`config.mk`:
```
export PLATFORM = sky130hd
export DESIGN_NAME = obi_regs_arbiter
export DESIGN_NICKNAME = d
export VERILOG_FILES = /design/src/rtl/obi_regs_arbiter.sv
export SDC_FILE = /design/constraint.sdc
export NUM_CORES = 1
export LEC_CHECK = 0
export ABC_AREA = 0
export ABC_CLOCK_PERIOD_IN_PS = 3700
export CAP_MARGIN = 20
export CORE_AREA = 4 4 108 110
export DETAILED_ROUTE_END_ITERATION = 8
export DIE_AREA = 0 0 112 114
export PLACE_DENSITY_LB_ADDON = 0.3
export SETUP_SLACK_MARGIN = 0.02
export SLEW_MARGIN = 20
export SYNTH_ARGS = -nofsm -noshare
export SYNTH_HDL_FRONTEND = slang
export SYNTH_SLANG_ARGS = --single-unit
```
`constraint.sdc`:
```
create_clock -name clk_i -period 3.7 [get_ports clk_i]
set_clock_uncertainty 0.15 [all_clocks]
set_input_delay 0.74 -clock clk_i [delete_from_list [all_inputs] [get_ports clk_i]]
set_output_delay 0.74 -clock clk_i [all_outputs]
set_load 0.02 [all_outputs]
```
`src/rtl/obi_regs_arbiter.sv`:
```
// Round-robin OBI arbiter feeding the GPU configuration register slave.
// Keeps one downstream transaction in flight and converts a missing response into an error beat.
module obi_regs_arbiter #(
    parameter int unsigned NUM_REQ = 2,
    parameter int unsigned TIMEOUT = 64
) (
    input  logic                           clk_i,
    input  logic                           rst_ni,
    input  logic [NUM_REQ-1:0]             m_req_i,
    input  logic [NUM_REQ-1:0]             m_we_i,
    input  logic [NUM_REQ-1:0][3:0]        m_be_i,
    input  logic [NUM_REQ-1:0][31:0]       m_addr_i,
    input  logic [NUM_REQ-1:0][31:0]       m_wdata_i,
    output logic [NUM_REQ-1:0]             m_gnt_o,
    output logic [NUM_REQ-1:0]             m_rvalid_o,
    output logic [31:0]                    m_rdata_o,
    output logic                           s_req_o,
    output logic                           s_we_o,
    output logic [3:0]                     s_be_o,
    output logic [31:0]                    s_addr_o,
    output logic [31:0]                    s_wdata_o,
    input  logic                           s_gnt_i,
    input  logic                           s_rvalid_i,
    input  logic [31:0]                    s_rdata_i,
    output logic                           err_o
);

    localparam int unsigned IW = $clog2(NUM_REQ);
    localparam logic [7:0]  TO_LAST = 8'(TIMEOUT - 1);

    typedef enum logic [1:0] {
        IDLE    = 2'd0,
        BUSY    = 2'd1,
        ERR_RSP = 2'd2
    } state_t;

    state_t          state_q;
    logic [IW-1:0]   rr_ptr_q;
    logic [IW-1:0]   owner_q;
    logic [7:0]      cnt_q;
    logic [7:0]      cnt_inc;
    logic [IW-1:0]   winner;
    logic [IW-1:0]   ptr_next;
    logic [IW:0]     sum;
    logic            found;
    logic            any_req;

    assign any_req  = |m_req_i;
    assign cnt_inc  = cnt_q + 8'd1;
    assign ptr_next = (owner_q == IW'(NUM_REQ - 1)) ? '0 : owner_q + IW'(1);

    // First requester at or after rr_ptr, wrapping modulo NUM_REQ.
    always_comb begin
        winner = '0;
        found  = 1'b0;
        sum    = '0;
        for (int k = 0; k < NUM_REQ; k++) begin
            sum = {1'b0, rr_ptr_q} + (IW+1)'(k);
            if (sum >= (IW+1)'(NUM_REQ)) sum = sum - (IW+1)'(NUM_REQ);
            if (!found && m_req_i[sum[IW-1:0]]) begin
                found  = 1'b1;
                winner = sum[IW-1:0];
            end
        end
    end

    always_comb begin
        s_req_o    = 1'b0;
        s_we_o     = 1'b0;
        s_be_o     = '0;
        s_addr_o   = '0;
        s_wdata_o  = '0;
        m_gnt_o    = '0;
        m_rvalid_o = '0;
        m_rdata_o  = '0;
        err_o      = 1'b0;
        if (rst_ni) begin
            unique case (state_q)
                IDLE: begin
                    if (any_req) begin
                        s_req_o          = 1'b1;
                        s_we_o           = m_we_i[winner];
                        s_be_o           = m_be_i[winner];
                        s_addr_o         = m_addr_i[winner];
                        s_wdata_o        = m_wdata_i[winner];
                        m_gnt_o[winner]  = s_gnt_i;
                    end
                end
                BUSY: begin
                    if (s_rvalid_i) begin
                        m_rvalid_o[owner_q] = 1'b1;
                        m_rdata_o           = s_rdata_i;
                    end
                end
                ERR_RSP: begin
                    m_rvalid_o[owner_q] = 1'b1;
                    m_rdata_o           = 32'hDEAD_BEEF;
                    err_o               = 1'b1;
                end
                default: ;
            endcase
        end
    end

    always_ff @(posedge clk_i or negedge rst_ni) begin
        if (!rst_ni) begin
            state_q  <= IDLE;
            rr_ptr_q <= '0;
            owner_q  <= '0;
            cnt_q    <= '0;
        end else begin
            unique case (state_q)
                IDLE: begin
                    if (any_req && s_gnt_i) begin
                        owner_q <= winner;
                        cnt_q   <= '0;
                        state_q <= BUSY;
                    end
                end
                BUSY: begin
                    // A response on the limit cycle still wins over the timeout.
                    if (s_rvalid_i) begin
                        rr_ptr_q <= ptr_next;
                        state_q  <= IDLE;
                    end else begin
                        cnt_q <= cnt_inc;
                        if (cnt_inc == TO_LAST) state_q <= ERR_RSP;
                    end
                end
                ERR_RSP: begin
                    rr_ptr_q <= ptr_next;
                    state_q  <= IDLE;
                end
                default: state_q <= IDLE;
            endcase
        end
    end

endmodule

```
==> results summary, run 1 <==
The normalized max-slew margin is 55.7%. The critical path in this run is classified as primary input to primary output. The reported max-cap violation count came out at 0. The floorplan row count is 38.

The total placed cells including tap cells is 765. The cell repeated most along the worst path is clkdlybuf4s50_1. The peak supply drop came out at 148 uV. Measured along the y axis, the die boundary spans 114 um.

The final wirelength came out at 12400 um. The initial standard-cell utilization of the core came out at 18.7%. The I/O pin count is 283. The buffer and inverter count on the worst path is 4.

The floorplan core area came out at 10700 sq um. The number of nets handed over by synthesis was 540. Across all layers, the routed design uses 3497 vias. The first routing iteration left 216 violations. The routed design could run at a clock period as short as 3.57 ns.

In this run the mean area of a mapped cell was 5.59 sq um. TritonCTS built the clock tree. The wire length of the first global-routing pass is 18700 um.

The post-synthesis cell type with the largest combined area is nand2_1. The clock latency on the worst-skew pair came out at 0.25 ns. Of all nets on the critical path, the largest fanout is 42. In this run the power density over the cells is 282 nW/um^2.

The clock transition at the registers of the reported paths came out at 0.05 ns. Summed over all failing endpoints, the final setup total negative slack is 0 ns. The average via count per standard cell came out at 4.55. The gate count of the mapped netlist is 359.

The final count of hold timing violations came out at 0. Yosys printed 0 warnings. In this run the static leakage power is 2.10 nW.

Grouping stages by cell kind, the critical path spends the most delay in buffers and inverters. The number of setup buffers added after CTS is 0. The total clock buffers created by CTS is 3. Counting along the longest clock path gives a buffer depth of 2.

The antenna violation net count after detailed routing came out at 0. The post-route non-filler standard cell count came out at 768. The netlist area before placement came out at 2010 sq um. In the layout the commonest cells are clkdlybuf4s50_1, nand2_1, a21oi_1. The async set-reset flop share out of synthesis came out at 100%. The layout has 1061 filler cells. The overflow left after global routing came out at 0. The CTS sink count is 12. After synthesis, the cell types taking the most area are nand2_1, a21oi_1, dfrtp_1.

Entering global routing, the biggest net connects 43 pins. The max-slew violation count was 0. The final RePlAce weighted congestion is 0.913.

After detailed routing, the average wire length per cell comes to 16.1 um. The min-delay analysis places its worst path in the category flip-flop to flip-flop. The maximum cell stage delay along the critical path is 0.67 ns. The library cell used most frequently in the layout, excluding fill and tap cells, is clkdlybuf4s50_1.

The repair_antennas step left the layout with diodes totalling 0. The number of global-route vias before repair was 3612. Walking the worst path, the cells encountered are clkdlybuf4s50_1, inv_1, o21ai_4, buf_12, nand2_1, a21oi_1, clkdlybuf4s50_1. The overall routing resource usage is 17.8%. The most used flip-flop cell after synthesis is dfrtp_1. The count of flip-flops with a built-in enable after synthesis is 0. The overall die area came out at 12800 sq um. The sequential share of the synthesized area is 15.0%. The worst setup path is captured at a primary output. The worst endpoint required time came out at 2.81 ns. The maximum clock rate is 0.280 GHz. The number of search-and-repair iterations in the first detailed-routing pass is 4. The deepest level of the CTS H-tree is 1. After synthesis the netlist holds a flip-flop and latch count of 12. The worst setup path is launched from a primary input. The wire-length estimate of the detail-placed layout is 10100 um. The initial antenna violation count is 0. On the critical path, the stage with the largest delay is an instance of clkdlybuf4s50_1. For the pin with the worst max-slew slack, the measured transition is 0.662 ns. The cell sitting at the root of the clock tree is a clkbuf_8. The quantity of I/O buffers inserted on ports is 282. The area growth from synthesis to layout is 157%. In the finished design, the share of the clock period the worst path needs comes to 96.4%.

The DRC violations left came out at 0. The number of nets in the layout came out at 811. Summed over its instances, the top area cell type makes up 28.3% of the synthesized netlist area. The data arrival time of the worst path came out at 2.68 ns. The die width is 112 um. Post-CTS repair changed the size of 0 cells.

Setup repair after global routing left no endpoint under its margin. The netlist uses 29 different library cells. The run finished with clean final reports. Of the cells placed in the final design, the portion with a size suffix greater than 1 is 3.50%. The count of hold-fix buffers inserted at cts came out at 0. Setup violations remaining at the end of the flow were counted as 0.
-- kinds of logic (layout without fill, tap and decap cells) --
group | count (synthesis) | after routing | synth area share (%)
XOR/XNOR | 4 | 4 | 1.75
buffers and inverters | 34 | 303 | 6.36
AND/OR/NAND/NOR | 180 | 180 | 36.7
multiplexers | 1 | 1 | 0.499
adder cells (fa/ha/maj) | 5 | 5 | 3.12
flip-flops | 12 | 12 | 15.0
AO/OA/AOI/OAI | 123 | 123 | 36.6
-- through the flow --
stage	power (W)	hold WS (ns)	worst slack, ns	util, %	instance area, sq um
final	0.00145	0.395	0.132	48.2	5160
after global placement	0.00133	0.360	0.0426	47.7	5100
after global routing	0.00156	0.439	0.0224	48.2	5160
after CTS	0.00147	0.407	0.0597	48.0	5140
after detailed placement	0.00134	0.392	0.0595	47.7	5100
after floorplan	0.000726	0.294	0.964	-	2010
-- per-layer routing --
layer / share of wire, % / routed length [um] / up-vias / track usage, %
met5: 0 / 0 / - / 0
met4: 2.8 / 353 / 0 / 5.13
met3: 9.2 / 1140 / 23 / 4.93
met2: 50 / 6200 / 185 / 32.5
met1: 38 / 4700 / 1557 / 20.4
li1: - / - / 1732 / -
-- power breakdown --
group	internal [W]	total, W	switching [W]	leakage, nW
sequential	0.000158	0.000192	0.0000346	0.161
combinational	0.000555	0.00114	0.000583	1.92
clock	0.0000720	0.000123	0.0000508	0.0216
-- synthesized netlist by cell type (all sizes together) (5+ instances only) --
cell and instances:
nor2 6, inv 6, ha 5, o21a 25, nand2 151, clkbuf 28, o21ai 15, a21oi 71
dfrtp 12, and2 10
-- sequential cells by signal, summed over array words and instances (netlist names) --
| name | count |
|---|---|
| cnt_q | 8 |
| owner_q | 1 |
| rr_ptr_q | 1 |
| state_q | 2 |
-- layout make-up --
type	count	area, sq um	share of cell area (%)
timing repair buffer	294	3030	58.7
multi-input combinational	313	1590	30.8
tap	140	175	3.40
sequential	12	300	5.82
inverter	6	22.5	0.437
clock buffer	3	41.3	0.801
-- path summary, 6_finish.rpt --
path | from | end | slack (ns) | cells after the start
hold / removal | owner_q$_DFFE_PN0P_ | rr_ptr_q$_DFFE_PN0P_ | 0.39 | 1
hold reg to reg | owner_q$_DFFE_PN0P_ | rr_ptr_q$_DFFE_PN0P_ | 0.39 | 1
max in group asynchronous | rst_ni | cnt_q[0]$_DFFE_PN0P_ | 2.43 | 2
min in group asynchronous | rst_ni | cnt_q[5]$_DFFE_PN0P_ | 0.79 | 2
setup / recovery | m_req_i[0] | s_wdata_o[25] | 0.13 | 7
setup reg to reg | cnt_q[0]$_DFFE_PN0P_ | state_q[0]$_DFFE_PN0P_ | 1.71 | 6
Note: power is estimated with default switching activity, not from simulation.
==> run 2, diff against run 1 <==
--- a/config.mk
+++ b/config.mk
@@ -11,6 +11,7 @@
 export CORE_AREA = 4 4 108 110
 export DETAILED_ROUTE_END_ITERATION = 8
 export DIE_AREA = 0 0 112 114
+export GPL_TIMING_DRIVEN = 0
 export PLACE_DENSITY_LB_ADDON = 0.3
 export SETUP_SLACK_MARGIN = 0.02
 export SLEW_MARGIN = 20
==> run 2 against run 1 <==
  * Global-route usage rose by 0.15 points
  * Sequential share of layout area is 0.086 points lower
  * Flip-flop and latch count is the same
  * Clock power up 23%
  * Via count is 1.6% higher
  * Cell count increased by 2.2%
  * Die area did not move
  * Sequential power about the same
  * Non-clock buffer count rose by 16
  * Hold slack worse by 0.16 ns
  * First-iteration DRC count is 5.6% lower
  * Largest power group unchanged
==> results summary, run 2 (synthesis gave the netlist of run 1 again) <==
The die width is 112 um (unchanged). The number of fillers in the final layout was 1095 (+3.2%). TritonCTS built the clock tree.

The clock latency on the worst-skew pair came out at 0.25 ns (about the same). The tightest hold margin is 0.231 ns (-0.163 ns). The type of element capturing the critical path is a primary output. The reg-to-reg setup timing slack is 1.66 ns (-0.05 ns). The initial antenna violation count came to 0 (unchanged). The library cells used most frequently in the layout, excluding fill and tap cells, are clkdlybuf4s50_1, nand2_1, a21oi_1. The critical path is of the primary input to primary output type. The maximum clock insertion buffer count came to 2 (unchanged). The wire length of the first global-routing pass came out at 18600 um (-0.44%).

The pin count of the biggest net entering global routing came out at 17 (-60%). The setup total negative slack came out at 0 ns (unchanged). The largest registers in the layout are cnt_q (8), state_q (2). The final period demand of the worst path came out at 3.63 ns (+0.0605 ns).

The DRC violations left is 0 (unchanged). The largest fanout on the critical path came out at 10 (-76%). The floorplan row count came to 38 (unchanged). The final wirelength came to 12700 um (+2.1%). The power density over cell area was 279 nW/um^2 (-1.1%). The worst register-to-register path begins at cnt_q[0]$_DFFE_PN0P_. The final-report setup violation count came to 0 (unchanged). The final count of hold timing violations came out at 0 (unchanged). The deepest level of the CTS H-tree came to 1 (unchanged). The final RePlAce weighted congestion came out at 0.864 (-5.4%). The share of cells above drive strength 1 was 5.74% (+2.2 points). The average via count per standard cell is 4.53 (-0.60%). The worst setup path is launched from a primary input. The routed wire length per instance is 16.1 um (-0.15%). The number of search-and-repair iterations in the first detailed-routing pass is 4 (unchanged). The static leakage power came to 2.73 nW (+30%). The initial standard-cell utilization of the core is 18.7% (unchanged).

The floorplan core area is 10700 sq um (unchanged). The max-slew violation count came out at 0 (unchanged). The placed wire-length estimate is 10500 um (+3.6%). The number of flip-flops under the largest register name is 8 (unchanged). The cell area after placement came to 5000 sq um (-1.9%). The quantity of I/O buffers inserted on ports was 282 (unchanged). The final antenna diode count came to 0 (unchanged). More flip-flops sit in one register than any other, and that register is cnt_q. The overall die area is 12800 sq um (unchanged). The worst endpoint required time came out at 2.81 ns (about the same).

The total placed cells including tap cells came to 781 (+2.1%). The data arrival time of the worst path is 2.74 ns (+0.06 ns). The overall routing resource usage is 18.0% (+0.15 points).

The cell depth of the worst flop-to-flop path is 6 (unchanged). The clock transition at the registers of the reported paths came to 0.06 ns (about the same). The violation count after the first detailed-route iteration came to 204 (-5.6%). The count of hold-fix buffers inserted at cts is 0 (unchanged). The total clock buffers created by CTS was 3 (unchanged).

The overflow left after global routing was 0 (unchanged). The final instance area came out at 5240 sq um (+1.5%). The I/O pin count came out at 283 (unchanged).

The number of global-route vias before repair is 3448 (-4.5%). The antenna violation net count after detailed routing came out at 0 (unchanged). The kind of path behind the tightest hold check is primary input to asynchronous set/reset pin. The reported max-cap violation count is 0 (unchanged). Relative to the synthesized area, the layout overhead comes to 161%. Leaving out fill and tap cells, the most frequent cell in the layout is clkdlybuf4s50_1.

The tree is rooted in a clkbuf_8. The run finished with clean final reports. The CTS sink count is 12 (unchanged). The total number of vias is 3553 (+1.6%). The worst flop-to-flop path endpoint is state_q[0]$_DFFE_PN0P_. The post-route non-filler standard cell count is 785 (+2.2%).

The number of nets in the layout is 827 (+2.0%). The slew at the pin closest to its max-slew limit is 0.600 ns (-0.0618 ns). The die span in y is 114 um (unchanged). The peak supply drop is 138 uV (-6.4%). The period utilization is 98.1% (+1.6 points). The normalized max-slew margin is 59.8% (+4.1 points). The maximum clock rate came out at 0.276 GHz (-1.7%).
==> run 2: metrics by stage <==
stage / utilization (%) / worst slack (ns) / power [W]
3_3_place_gp: 46.8 / -0.810 / 0.00129
5_1_grt: 48.9 / -0.00626 / 0.00157
4_1_cts: 47.7 / 0.0104 / 0.00147
3_5_place_dp: 46.8 / -0.800 / 0.00130
2_1_floorplan: - / 0.964 / 0.000726
6_report: 48.9 / 0.0719 / 0.00146
==> run 2: layout make-up <==
cell class	count	area [sq um]	area share [%]
timing repair buffer	284	2940	56.1
multi-input combinational	313	1600	30.6
sequential	12	300	5.74
tap	140	175	3.35
buffer	26	141	2.70
clock buffer	4	55.1	1.05
inverter	6	22.5	0.430
==> run 2: timing repair <==
item,4_1_cts,5_1_grt
cloned,0,0
resized for setup,41,54
pin swaps,2,1
buffers inserted,1,1
setup endpoints to repair,106,82
==> run 2: worst max-delay path: stages <==
cell and delay (ns):
clkdlybuf4s50_1 0.50, inv_1 0.10, o21ai_4 0.17, buf_12 0.14
clkbuf_2 0.21, nand2_1 0.08, a21oi_1 0.16, clkdlybuf4s50_1 0.63
==> run 2: worst max path at each step <==
stage,startpoint,endpoint,slack [ns]
2_1_floorplan,m_req_i[0],s_addr_o[26],0.96
3_3_place_gp,rst_ni,s_be_o[1],-0.81
3_5_place_dp,rst_ni,s_be_o[1],-0.80
4_1_cts,m_req_i[0],s_addr_o[30],0.01
5_1_grt,m_req_i[1],s_addr_o[15],-0.006
6_report,m_req_i[0],s_addr_o[2],0.07
==> run 2: power breakdown <==
part | internal (W) | leakage (nW) | switching, W
combinational | 0.000525 | 2.54 | 0.000591
sequential | 0.000158 | 0.161 | 0.0000339
clock | 0.0000945 | 0.0288 | 0.0000562
total | 0.000777 | 2.73 | 0.000681
==> run 2: routing by layer <==
layer / vias up / routed length, um / GRT usage (%)
li1: 1771 / - / -
met1: 1578 / 4910 / 21.4
met2: 187 / 6450 / 33.0
met3: 17 / 1070 / 4.19
met4: 0 / 227 / 3.69
met5: - / 0 / 0
